$ cat config.mk
export PLATFORM = sky130hd
export DESIGN_NAME = pack_bit
export DESIGN_NICKNAME = d
export VERILOG_FILES = /design/src/rtl/pack_bit.sv
export SDC_FILE = /design/constraint.sdc
export NUM_CORES = 1
export LEC_CHECK = 0
export BUFFER_PORTS_ARGS = -buffer_cell sky130_fd_sc_hd__buf_4
export CORE_MARGIN = 3
export CORE_UTILIZATION = 60
export CTS_CLUSTER_SIZE = 24
export DETAILED_ROUTE_END_ITERATION = 16
export GPL_ROUTABILITY_DRIVEN = 0
export PLACE_DENSITY = 0.83
export SYNTH_ARGS = -nofsm -noshare
export SYNTH_HDL_FRONTEND = slang
export SYNTH_SLANG_ARGS = --single-unit
$ cat constraint.sdc
create_clock -name clk -period 5.2 [get_ports clk]
set_input_delay 1.3 -clock clk [delete_from_list [all_inputs] [get_ports clk]]
set_output_delay 1.3 -clock clk [all_outputs]
set_load 0.03 [all_outputs]
$ cat src/rtl/pack_bit.sv
// Packs a stream of 4-bit decoded nibbles, first nibble in the top bits, into 4*DEPTH-bit words.
// Each word is staged in an assembly register, then moved to an output register.
module pack_bit #(
    parameter int DEPTH = 15
) (
    input  logic                 clk,
    input  logic                 rst,
    input  logic                 en_pack,
    input  logic [3:0]           i_Rx,
    input  logic                 i_flush,
    input  logic                 i_ready,
    output logic                 o_ready,
    output logic [4*DEPTH-1:0]   o_data,
    output logic                 o_valid,
    output logic [3:0]           o_len,
    output logic                 o_overflow,
    output logic                 dbg_hold
);

    localparam int W  = 4 * DEPTH;
    localparam int CW = $clog2(DEPTH + 1);

    typedef enum logic {
        FILL = 1'b0,
        HOLD = 1'b1
    } state_t;

    state_t          state;
    logic [W-1:0]    asm_q;
    logic [CW-1:0]   cnt;

    logic            accept;
    logic [CW-1:0]   cnt_next;
    logic [W-1:0]    asm_next;
    logic [W-1:0]    nib_word;
    logic            word_done;
    logic            out_free;

    // Handshakes: a nibble moves on a rising edge with en_pack && o_ready; a word
    // leaves on a rising edge with o_valid && i_ready. Neither side may retract.
    assign o_ready  = (state == FILL);
    assign dbg_hold = (state == HOLD);

    always_comb begin
        accept    = en_pack && (state == FILL);
        cnt_next  = cnt + CW'(accept);
        nib_word  = {i_Rx, {(W-4){1'b0}}};
        asm_next  = asm_q;
        if (accept) begin
            asm_next = asm_q | (nib_word >> {cnt, 2'b00});
        end
        // A flush counts the nibble accepted on the same edge.
        word_done = (state == FILL) &&
                    ((cnt_next == CW'(DEPTH)) || (i_flush && (cnt_next != '0)));
        out_free  = !o_valid || i_ready;
    end

    always_ff @(posedge clk or negedge rst) begin
        if (!rst) begin
            state      <= FILL;
            asm_q      <= '0;
            cnt        <= '0;
            o_data     <= '0;
            o_valid    <= 1'b0;
            o_len      <= 4'd0;
            o_overflow <= 1'b0;
        end else begin
            if (en_pack && (state == HOLD)) begin
                o_overflow <= 1'b1;
            end
            case (state)
                FILL: begin
                    if (word_done && out_free) begin
                        o_data  <= asm_next;
                        o_len   <= 4'(cnt_next);
                        o_valid <= 1'b1;
                        asm_q   <= '0;
                        cnt     <= '0;
                    end else begin
                        asm_q <= asm_next;
                        cnt   <= cnt_next;
                        if (word_done) begin
                            state <= HOLD;
                        end else if (o_valid && i_ready) begin
                            o_valid <= 1'b0;
                        end
                    end
                end
                HOLD: begin
                    // Only reachable with OUT occupied, so out_free means it is being consumed.
                    if (out_free) begin
                        o_data  <= asm_q;
                        o_len   <= 4'(cnt);
                        o_valid <= 1'b1;
                        asm_q   <= '0;
                        cnt     <= '0;
                        state   <= FILL;
                    end
                end
                default: state <= FILL;
            endcase
        end
    end

endmodule

# Word-level counts from Yosys, hierarchy flattened
# Index checks and enable logic that the tools add are counted.
dict set report totals {
  ff_bits 131
  elab_cells 50
}
dict set report op_classes {
  bitwise_logic 2
  shifts 1
  n_reduce_logical 12
  mux 22
  n_addsub 1
  eq_ne 5
}
# operator n
set op_table {}
lappend op_table {{two-way mux 60 bit} 5}
lappend op_table {{one-hot mux 60 bit (2 select lines)} 2}
lappend op_table {{bitwise OR 60 bit} 1}
lappend op_table {{right shift 60 x 6 -> 60 bit} 1}
lappend op_table {{two-way mux 4 bit} 4}
lappend op_table {{one-hot mux 4 bit (2 select lines)} 2}
lappend op_table {{two-way mux 1 bit} 7}
lappend op_table {{logical AND 1 bit} 6}
lappend op_table {{adder 4 x 1 -> 4 bit} 1}
lappend op_table {{== test 4 bit, second input constant} 1}
lappend op_table {{inequality test 2 x 1 -> 1 bit, second input constant} 2}
lappend op_table {{one-hot mux 1 bit (2 select lines)} 2}
lappend op_table {{nonzero test 4 bit} 1}
lappend op_table {{inequality test 3 x 1 -> 1 bit, second input constant} 1}
lappend op_table {{inequality test 3 x 2 -> 1 bit, second input constant} 1}
lappend op_table {{AND reduction 3 bit} 1}
lappend op_table {{logical OR 1 bit} 2}
lappend op_table {{AND reduction 2 bit} 1}
lappend op_table {{logical NOT 1 bit} 1}
lappend op_table {{NOT 1 bit} 1}

# Longest topological paths before layout
dict set report logic_depth {
  word_depth 10
  ltp_mapped 10
  depth_no_buf 7
}

# Worst setup path before layout
# No wires, ideal clock.
dict set report synth_path {
  path_type {in2reg}
  startpoint {input port en_pack}
  endpoint {register asm_q[21]}
  setup_slack_ps 1852
  stages 10
  t_arrival_ps 3261
  n_path_buf 4
  cell_sequence {nor2b_1 ha_1 ha_1 clkbuf_1 o31a_1 o311a_1 buf_2 buf_6 buf_6 a211oi_2}
}
dict set report synth_via {
  elab_chain_len 9
}
# element line_no
set synth_lines {}
lappend synth_lines {{start: declaration} 8} ;# input logic en_pack,
lappend synth_lines {{logical AND 1 bit (*)} 45} ;# accept = en_pack && (state == FILL);
lappend synth_lines {{adder 4 x 1 -> 4 bit} 46} ;# cnt_next = cnt + CW'(accept);
lappend synth_lines {{nonzero test 4 bit} 54} ;# ((cnt_next == CW'(DEPTH)) || (i_flush && (cnt_next != '0)));
lappend synth_lines {{logical AND 1 bit} 54}
lappend synth_lines {{logical OR 1 bit} 54}
lappend synth_lines {{logical AND 1 bit} 53} ;# word_done = (state == FILL) &&
lappend synth_lines {{logical AND 1 bit} 73} ;# if (word_done && out_free) begin
lappend synth_lines {{two-way mux 60 bit (*)} 73}
lappend synth_lines {{one-hot mux 60 bit (2 select lines) (*)} 71} ;# case (state)
lappend synth_lines {{end signal: assignment} 80} ;# asm_q <= asm_next;
lappend synth_lines {{end: declaration} 29} ;# logic [W-1:0] asm_q;
# Mark *: on every way between the ends. The rest lies on a longest branch, timed or not.
# A chain may end at the register's enable or synchronous reset.

# Worst setup path after layout
dict set report layout_path {
  startpoint {input port en_pack}
  endpoint {register asm_q[12]}
}
# The elaborated chain is that of the path after synthesis.

==> impl_metrics.ini <==
[run_status]
status = completed

[final_layout]
instances_no_fill = 688
final_common_cell = dfrtp_1
fin_util_pct = 75.4
area_delta_synth_final_pct = 20.1
multiInputGateArea_um2 = 2110
final_cell_mix = dfrtp_1, nor2_1, buf_4, a22oi_1, a21oi_1
final_area_um2 = 6700
fillerInstances = 566
register_area_um2 = 3280
nets = 578
num_antenna_cells = 0
drive_above_1_share_pct = 23.4

[drt]
antenna_left = 0
drc = 0
vias_per_cell = 6.66
first_iter_violations = 454
firstDrtPassIters = 5
vias = 4580
wire_per_inst_um = 21.4
routed_wl_um = 14700

[sta]
setup_violations = 0
fin_crit_sh_pct = 71.7
period_minus_slack_ps = 3730
slew_headroom_pct = 28.1
rsz0062_at_grt = no
skew_ps = 5.93
maxSlewViolCount = 0
tightest_slew_ps = 1080
hold_violations = 0
max_freq_ghz = 0.268
setup_tns_ps = 0
timing.hold.ws_ps = 456

[synth]
yosysTopAreaCell = dfrtp_1
synth-seq-cells = 131
synth_area_leaders = dfrtp_1, a22oi_1, nor2_1, a21oi_1, a32o_1
synth_edf_count = 0
synth_top_cell_area_share_pct = 58.7
synthFlopType = dfrtp_1
ys_warn_count = 0
async_flop_share_pct = 100
yosysSeqAreaShare_pct = 58.7
avgSynthCellArea_um2 = 10.8
syn-num-nets = 526
synthCells = 515
synth_cell_types = 43
syn_area_um2 = 5580

[global_route]
grt_pass1_wl_um = 23500
grt_pass1_vias = 4545
grt_overflow = 0
antenna_found_initial = 0
grt_start_max_net_pins = 99
grtUsageTotal_pct = 29.9

[place]
portBuffers = 76
post_dp_cell_area_um2 = 6170
hpwl_um = 8920
dpl.cell_count = 656

[floorplanning]
dieArea_um2 = 10500
core_um2 = 8890
die_h_um = 102
die_x_um = 102
rows = 34
start_util_pct = 62.8
ioPinCount = 77

[clocking]
clkSlewWorstSetupHoldPaths_ps = 60
cts_buffers = 17
cts_setup_buffers = 0
cts-resized-gates = 0
cts_max_path_buffers = 2
ctsHoldBuffers = 0
cts_sinks = 131
htree_levels = 4
clock_latency_ps = 530
cts_root_buffer = clkbuf_8
cts_tree = done

[setup_path]
end_kind = flop
crit_buf_inv = 2
crit_slowest_cell = a31oi_2
cp.arrival_ps = 4180
r2r_cells = 8
path_cells = buf_4 -> nor2b_1 -> ha_1 -> ha_1 -> xor2_2 -> a31oi_2 -> a211o_2 -> buf_12 -> a32o_1
rrSetupSlack_ps = 1650
crit_path_start_kind = input port
path_class = input port to flop
timing.rr.end = asm_q[12]
crit_required_ps = 5650
reg2reg_from = dbg_hold
endpoint = asm_q[12]
path_depth = 9
crit_fanout = 50
crit_start = en_pack
cp_top_family = compound AO/OA/AOI/OAI gates
max_stage_delay_ps = 790
crit_path_frequent_cell = ha_1

[power]
p_leak_nw = 3.10
power_density_nw_per_um2 = 727
vdd_ir_drop_max_uv = 456

[worst_hold_path]
worstHoldPathType = flop to flop
hp-start = o_overflow

[job]
cap_violations = 0
worst min path at each step:
stage,to,depth (start not counted)
floorplan,asm_q[59],2
global placement,o_overflow,1
detailed placement,o_overflow,1
CTS,o_overflow,1
global route,o_overflow,1
finish,o_overflow,1
final cells by class:
| type | instances | area share [%] |
|---|---|---|
| clock buffers | 19 | 6.29 |
| clock inverters | 13 | 1.68 |
| inverters | 1 | 0.0560 |
| multi-input cells | 332 | 31.4 |
| flip-flops and latches | 131 | 48.9 |
| well taps | 108 | 2.02 |
| repair buffers | 84 | 9.60 |
layer usage:
metal | wire length [um] | track usage [%]
met1 | 5970 | 39.2
met2 | 6990 | 45.4
met5 | 0 | 0
met3 | 994 | 7.65
met4 | 770 | 16.8
cell usage after synthesis (7+ instances only):
master and instances:
nor2_1 94, a22oi_1 64, and2_1 8, clkbuf_1 28
a32o_1 17, buf_2 11, dfrtp_1 131, and3_1 7
a21oi_1 58, buf_1 9, nor3_1 15, a211oi_2 10
power by group:
group | leakage [nW] | switching [mW] | internal [mW]
registers | 1.66 | 0.249 | 1.40
logic | 1.17 | 1.39 | 0.762
clock network | 0.269 | 0.447 | 0.632
kinds of logic (layout without fill, tap and decap cells):
family | after synthesis | after routing | share of synthesized area [%]
AND/OR/NAND/NOR | 142 | 142 | 11.5
adder cells (fa/ha/maj) | 2 | 2 | 0.448
XOR/XNOR | 4 | 4 | 0.762
flip-flops | 131 | 131 | 58.7
AO/OA/AOI/OAI | 184 | 184 | 24.4
buffers and inverters | 52 | 117 | 4.15
worst register-to-register path: stages (launching register included):
cell and delay, ps:
dfrtp_1 730, nor2b_1 140, ha_1 230, ha_1 220, xor2_2 180, a31oi_2 790, a211o_2 630, buf_12 330
a32o_1 250
registers in the layout, indices dropped and copies added (netlist names):
name / count
o_overflow: 1
dbg_hold: 1
o_valid: 1
o_data: 60
cnt: 4
o_len: 4
asm_q: 60
stage by stage:
stage                     power [mW]  setup slack (ps)
final                           4.88              1470
after global routing            5.12              1290
after CTS                       4.88              1550
after floorplan                 3.05              1850
after global placement          3.70              1110
after detailed placement        3.78              1040
Note: power is estimated with default switching activity, not from simulation.
